`src/rtl/game_pkg.sv`:
```
// Shared state codes and board constants for the tic-tac-toe flow controller.
package game_pkg;

    typedef enum logic [2:0] {
        ST_START = 3'd0,
        ST_PLAY  = 3'd1,
        ST_CHECK = 3'd2,
        ST_WIN_X = 3'd3,
        ST_WIN_O = 3'd4,
        ST_TIE   = 3'd5
    } state_t;

    localparam int unsigned NUM_LINES = 8;

    // Index 0..2 rows, 3..5 columns, 6..7 diagonals; bit i = cell i, row-major.
    localparam logic [NUM_LINES-1:0][8:0] WIN_LINES = {
        9'h054, 9'h111,
        9'h124, 9'h092, 9'h049,
        9'h1C0, 9'h038, 9'h007
    };

    localparam logic [8:0] FULL_BOARD = 9'h1FF;

endpackage

```
`src/rtl/win_detector.sv`:
```
// Flags whether a 9-cell occupancy matrix contains any complete line.
module win_detector
    import game_pkg::*;
(
    input  logic [8:0] matrix,
    output logic       win
);

    // A line is complete when every cell in its mask is occupied.
    always_comb begin
        win = 1'b0;
        for (int unsigned i = 0; i < NUM_LINES; i++) begin
            if (&(matrix | ~WIN_LINES[i])) begin
                win = 1'b1;
            end
        end
    end

endmodule

```
`src/rtl/game_flow_controller.sv`:
```
// Match sequencer: click qualification, board ownership, turn tracking,
// win/tie detection, result-screen hold and score pulses.
module game_flow_controller
    import game_pkg::*;
#(
    parameter int unsigned HOLD_CYCLES = 50_000_000,
    parameter int unsigned HOLD_W      = 26
) (
    input  logic       clk_100MHz,
    input  logic       reset,
    input  logic [8:0] clickedMatrix,
    input  logic       new_game,
    input  logic       clear_scores,
    output logic [8:0] x_matrix,
    output logic [8:0] o_matrix,
    output logic       turnoX,
    output logic       turnoO,
    output logic       ceStartScreen,
    output logic       cePlayingScreen,
    output logic       ceWinnerX,
    output logic       ceWinnerO,
    output logic       ceTie,
    output logic       inc_x_score,
    output logic       inc_o_score,
    output logic       resetScore,
    output logic [2:0] state
);

    localparam logic [HOLD_W-1:0] HOLD_LIM = HOLD_W'(HOLD_CYCLES);

    state_t            cur_st, nxt_st;
    logic [8:0]        click_prev;
    logic              click_pend, click_pend_nxt;
    logic [8:0]        cell_pend;
    logic              starter_x, starter_x_nxt;
    logic [HOLD_W-1:0] hold_cnt, hold_nxt;
    logic [8:0]        x_nxt, o_nxt;
    logic              turn_x_nxt;
    logic              inc_x_nxt, inc_o_nxt;
    logic              ce_start_nxt, ce_play_nxt, ce_wx_nxt, ce_wo_nxt, ce_tie_nxt;
    logic              valid_click;
    logic              hold_done;
    logic              mover_win;
    logic [8:0]        mover_matrix;
    logic [8:0]        free_hit;

    assign valid_click  = $onehot(clickedMatrix) && (click_prev == '0);
    assign hold_done    = (hold_cnt >= HOLD_LIM);
    assign mover_matrix = turnoX ? x_matrix : o_matrix;
    assign free_hit     = cell_pend & ~(x_matrix | o_matrix);
    assign state        = cur_st;

    win_detector u_win_detector (
        .matrix (mover_matrix),
        .win    (mover_win)
    );

    // State, board and every output are registered here.
    always_ff @(posedge clk_100MHz or negedge reset) begin
        if (!reset) begin
            cur_st          <= ST_START;
            click_prev      <= '0;
            click_pend      <= 1'b0;
            cell_pend       <= '0;
            starter_x       <= 1'b1;
            hold_cnt        <= '0;
            x_matrix        <= '0;
            o_matrix        <= '0;
            turnoX          <= 1'b1;
            turnoO          <= 1'b0;
            ceStartScreen   <= 1'b1;
            cePlayingScreen <= 1'b0;
            ceWinnerX       <= 1'b0;
            ceWinnerO       <= 1'b0;
            ceTie           <= 1'b0;
            inc_x_score     <= 1'b0;
            inc_o_score     <= 1'b0;
            resetScore      <= 1'b0;
        end else begin
            cur_st          <= nxt_st;
            click_prev      <= clickedMatrix;
            click_pend      <= click_pend_nxt;
            cell_pend       <= clickedMatrix;
            starter_x       <= starter_x_nxt;
            hold_cnt        <= hold_nxt;
            x_matrix        <= x_nxt;
            o_matrix        <= o_nxt;
            turnoX          <= turn_x_nxt;
            turnoO          <= ~turn_x_nxt;
            ceStartScreen   <= ce_start_nxt;
            cePlayingScreen <= ce_play_nxt;
            ceWinnerX       <= ce_wx_nxt;
            ceWinnerO       <= ce_wo_nxt;
            ceTie           <= ce_tie_nxt;
            inc_x_score     <= inc_x_nxt;
            inc_o_score     <= inc_o_nxt;
            resetScore      <= clear_scores;
        end
    end

    // Next-state and next-board logic; a qualified click is acted on one cycle after it is seen.
    always_comb begin
        nxt_st         = cur_st;
        x_nxt          = x_matrix;
        o_nxt          = o_matrix;
        turn_x_nxt     = turnoX;
        starter_x_nxt  = starter_x;
        hold_nxt       = '0;
        inc_x_nxt      = 1'b0;
        inc_o_nxt      = 1'b0;
        // new_game wins over a same-cycle click, and clicks seen during CHECK are discarded.
        click_pend_nxt = valid_click && !new_game && (cur_st != ST_CHECK);

        case (cur_st)
            ST_START: begin
                if (new_game || click_pend) begin
                    nxt_st     = ST_PLAY;
                    x_nxt      = '0;
                    o_nxt      = '0;
                    turn_x_nxt = starter_x;
                end
            end
            ST_PLAY: begin
                if (new_game) begin
                    x_nxt      = '0;
                    o_nxt      = '0;
                    turn_x_nxt = starter_x;
                end else if (click_pend && (free_hit != '0)) begin
                    if (turnoX) begin
                        x_nxt = x_matrix | cell_pend;
                    end else begin
                        o_nxt = o_matrix | cell_pend;
                    end
                    nxt_st = ST_CHECK;
                end
            end
            ST_CHECK: begin
                if (new_game) begin
                    nxt_st     = ST_PLAY;
                    x_nxt      = '0;
                    o_nxt      = '0;
                    turn_x_nxt = starter_x;
                end else if (mover_win) begin
                    nxt_st    = turnoX ? ST_WIN_X : ST_WIN_O;
                    inc_x_nxt = turnoX;
                    inc_o_nxt = ~turnoX;
                end else if ((x_matrix | o_matrix) == FULL_BOARD) begin
                    nxt_st = ST_TIE;
                end else begin
                    nxt_st     = ST_PLAY;
                    turn_x_nxt = ~turnoX;
                end
            end
            ST_WIN_X, ST_WIN_O, ST_TIE: begin
                if (!hold_done) begin
                    hold_nxt = hold_cnt + 1'b1;
                end else if (new_game || click_pend) begin
                    nxt_st        = ST_PLAY;
                    x_nxt         = '0;
                    o_nxt         = '0;
                    starter_x_nxt = ~starter_x;
                    turn_x_nxt    = ~starter_x;
                end else begin
                    hold_nxt = hold_cnt;
                end
            end
            default: begin
                nxt_st = ST_START;
            end
        endcase
    end

    // Screen enables are decoded from the next state so they register in step with it.
    always_comb begin
        ce_start_nxt = 1'b0;
        ce_play_nxt  = 1'b0;
        ce_wx_nxt    = 1'b0;
        ce_wo_nxt    = 1'b0;
        ce_tie_nxt   = 1'b0;
        case (nxt_st)
            ST_START:          ce_start_nxt = 1'b1;
            ST_PLAY, ST_CHECK: ce_play_nxt  = 1'b1;
            ST_WIN_X:          ce_wx_nxt    = 1'b1;
            ST_WIN_O:          ce_wo_nxt    = 1'b1;
            ST_TIE:            ce_tie_nxt   = 1'b1;
            default:           ce_start_nxt = 1'b1;
        endcase
    end

endmodule
```
`config.mk`:
```
export PLATFORM = sky130hd
export DESIGN_NAME = game_flow_controller
export DESIGN_NICKNAME = d
export VERILOG_FILES = /design/src/rtl/game_pkg.sv /design/src/rtl/win_detector.sv /design/src/rtl/game_flow_controller.sv
export SDC_FILE = /design/constraint.sdc
export NUM_CORES = 1
export LEC_CHECK = 0
export CAP_MARGIN = 20
export CORE_MARGIN = 4
export CORE_UTILIZATION = 61
export CTS_BUF_LIST = sky130_fd_sc_hd__clkbuf_4 sky130_fd_sc_hd__clkbuf_8
export DETAILED_ROUTE_END_ITERATION = 8
export GPL_ROUTABILITY_DRIVEN = 0
export PLACE_DENSITY = 0.89
export SETUP_SLACK_MARGIN = 0.02
export SYNTH_ARGS = -nofsm -noshare
export SYNTH_HDL_FRONTEND = slang
export SYNTH_SLANG_ARGS = --single-unit
```
`constraint.sdc`:
```
create_clock -name clk_100MHz -period 3.9 [get_ports clk_100MHz]
set_input_delay 0.39 -clock clk_100MHz [delete_from_list [all_inputs] [get_ports clk_100MHz]]
set_output_delay 0.39 -clock clk_100MHz [all_outputs]
set_load 0.02 [all_outputs]
```
==> results.md <==
- Tcrit/Tclk final: 88.5%
- Buf/Inv on CP: 3
- Power per Cell Area: 342 nW/µm²
- Seq pwr share: 49.1%
- Gr ovfl total: 0
- Power, Total: 1.48 mW
- Max Freq: 290 MHz
- Fill cells: 378
- Syn Inst Count: 373
- Most frequent cell on the critical path: fa_1
- Antenna violations before repair: 0
- Count of warnings emitted by yosys: 0
- WP data arrival: 3.73 ns
- Min Clock Period, post-route: 3.45 ns
- Least-Margin Pin Slew: 1.02 ns
- Final Max Tran Viols: 0
- Yosys cell types: 62
- CP Data Required Time: 4.18 ns
- Max clock buf depth: 2
- Via-to-Cell Ratio: 6.71
- Reg2reg end: o_matrix[0]
- Post-Syn Nets: 395
- Hold path cells: 1
- GRT met3 Usage: 5.05%
- Core ar.: 5610 µm²
- Post-synth EDFFs: 0
- Min-delay src: clear_scores
- Leak pwr: 1.80 nW
- Critical Path Fanout Max: 2
- Synth-to-Final Area Change: 19.8%
- Initial DRT Pass Iterations: 6
- RSZ-0062 raised after global routing: no
- Commonest non-fill, non-tap cell in the layout: dfrtp_1
- Largest net degree at the start of global routing: 51
- CTS Buf Count: 9
- Average cell area after synthesis: 9.66 µm²
- IO Pins: 44
- Met1 usage: 37.8%
- Post-synth top flop: dfrtp_1
- Remaining antenna violation count: 0
- Fin. Hold Viols: 0
- Grt met2 use: 40.4%
- Drt drc: 0
- Max_cap viols: 0
- CP Launch Type: input pin
- Async SR Flop Fraction: 100%
- VDD IR-drop max: 257 µV
- Initial core utilization: 64.3%
- Clock share of power: 44.0%
- Ratio of cells with drive above 1 in the final layout: 8.33%
- Final Skew: 0.0115 ns
- Clock-pin slew on the worst setup and hold paths: 0.07 ns
- Post-Route WL: 9.21 mm
- Gr busiest metal: met2
- Worst Hold Class: input pin to flop
- Setup TNS: 0 ns
- Number of cell rows: 27
- Total GRT Usage: 26.7%
- Antenna cells: 0
- First-pass GRT wire length: 15.3 mm
- H-tree lvl count: 3
- Die footprint: 7200 µm²
- Yosys reg bits: 68
- Critical path capture point type: flop
- CTS resizes: 0
- Reg2Reg Setup Slack: 1.04 ns
- Critical path's slowest cell: fa_1
- Commonest non-fill, non-tap cells in the layout: 65 x dfrtp_1, 42 x clkdlybuf4s50_1, 32 x nand2_1, 29 x a22o_1
- Crit path largest cell delay: 0.56 ns
- Hold EP: resetScore
- Setup violators final: 0
- Post-synthesis sequential area ratio: 47.3%
- Sw power: 0.336 mW
- Sw frac: 22.8%
- Number of global-route vias before repair: 3127
- Critical R2R Launch: hold_cnt[12]
- Crit Path Class: input pin to flop
- Fin nets: 437
- Worst reg-to-reg path cell count: 6
- Clock root cell: clkbuf_8
- Status: complete, no violations
- DR vias: 3300
- Top delay family on crit path: adder cells
- Final HPWL DP: 6.01 mm
- WL per Instance: 18.7 µm
- Cell Chain, Critical Path: clkdlybuf4s50_1 -> fa_1 -> inv_1 -> fa_1 -> fa_1 -> fa_1 -> inv_1 -> fa_1 -> nor4_1 -> nand4_1 -> a21oi_1
- Clk_lat worst skew: 0.35 ns
- Synthesized cell area: 3600 µm²
- Normalized max-slew margin: 32.0%
- First DRT Iteration DRCs: 349
- CTS sink cnt: 68
- I/O Buffers: 43
- Logic pwr share: 6.9%
- Die width: 84.9 µm
- Int Power: 1.14 mW
- Die span in y: 84.9 µm
- CTS tree: yes
-- registers in the layout, indices dropped and copies added, names as in the netlist --
register         cells
hold_cnt            26
cell_pend            9
o_matrix             9
x_matrix             9
state                3
cePlayingScreen      1
ceStartScreen        1
ceTie                1
ceWinnerO            1
ceWinnerX            1
click_pend           1
inc_o_score          1
inc_x_score          1
resetScore           1
starter_x            1
turnoO               1
turnoX               1
-- synthesized netlist by cell type, types with 5 or more instances --
library cell | count | area share (%)
a21oi_1 | 18 | 2.5
a22o_1 | 29 | 7.0
a22oi_1 | 6 | 1.2
and2_1 | 6 | 1.0
and3_1 | 6 | 1.0
clkbuf_1 | 11 | 1.1
dfrtp_1 | 65 | 45
fa_1 | 5 | 2.8
inv_1 | 24 | 2.5
nand2_1 | 32 | 3.3
nand3_1 | 11 | 1.5
nand4_1 | 7 | 1.2
nor2_1 | 26 | 2.7
nor3_1 | 9 | 1.2
nor4_1 | 18 | 3.1
o21ai_0 | 26 | 3.6
-- cells by family after synthesis --
kind of cell    after synthesis  synth area share [%]
buf+inv                      42                  4.89
fa+ha+maj                     9                  4.17
mux                           4                  1.15
xor+xnor                      3                 0.729
simple gates                133                  19.4
compound gates              114                  22.4
flops                        68                  47.3
-- power by group through the flow --
stage	clock, mW	sequential, mW	combinational, mW
5_1_grt	0.685	0.726	0.120
2_1_floorplan	0	0.738	0.0519
4_1_cts	0.651	0.724	0.101
3_5_place_dp	0	0.738	0.0998
3_3_place_gp	0	0.737	0.0961
6_report	0.649	0.725	0.102
-- worst register-to-register path, stage by stage (launching register included) --
cell and delay (ns):
dfrtp_1 0.45, and4_4 0.29, o211ai_4 0.10, a21oi_2 0.82, o21ai_1 0.11, a221o_1 0.63, a22o_1 0.35
-- repair_timing --
| action | CTS | global route |
|---|---|---|
| hold endpoints to repair | 0 | 13 |
| buffers inserted | 0 | 0 |
| hold buffers | 0 | 1 |
-- layout make-up --
class | count | area, µm² | share of cell area, %
clock buffers | 11 | 145 | 3.36
multi-input cells | 263 | 1730 | 40.0
flip-flops and latches | 68 | 1710 | 39.5
repair buffers | 49 | 485 | 11.2
inverters | 24 | 90.1 | 2.09
clock inverters | 5 | 75.1 | 1.74
well taps | 72 | 90.1 | 2.09
-- worst max path at each step --
| stage | startpoint | endpoint | slack, ns | cells after the start |
|---|---|---|---|---|
| after global placement | clickedMatrix[0] | click_pend | 0.15 | 11 |
| after floorplan | clickedMatrix[0] | click_pend | 0.70 | 10 |
| final | clickedMatrix[0] | click_pend | 0.45 | 11 |
| after CTS | clickedMatrix[0] | click_pend | 0.44 | 11 |
| after detailed placement | clickedMatrix[0] | click_pend | 0.11 | 11 |
| after global routing | clickedMatrix[0] | click_pend | 0.24 | 11 |
-- routing by layer --
metal  wire [µm]  up-vias
met3         822       27
li1            -     1482
met1        3930     1587
met5           0        -
met2        4230      204
met4         230        0
-- metrics by stage --
stage | setup WS (ns) | util [%] | hold WS, ns | instances | cell area [µm²]
after floorplan | 0.700 | - | 0.0944 | 373 | 3600
after global placement | 0.150 | 72.6 | 0.475 | 474 | 4070
after detailed placement | 0.107 | 72.6 | 0.488 | 474 | 4070
after CTS | 0.440 | 76.5 | 0.284 | 490 | 4290
after global routing | 0.240 | 77.0 | 0.476 | 492 | 4320
final | 0.449 | 77.0 | 0.472 | 492 | 4320
(Power assumes the default switching activity.)
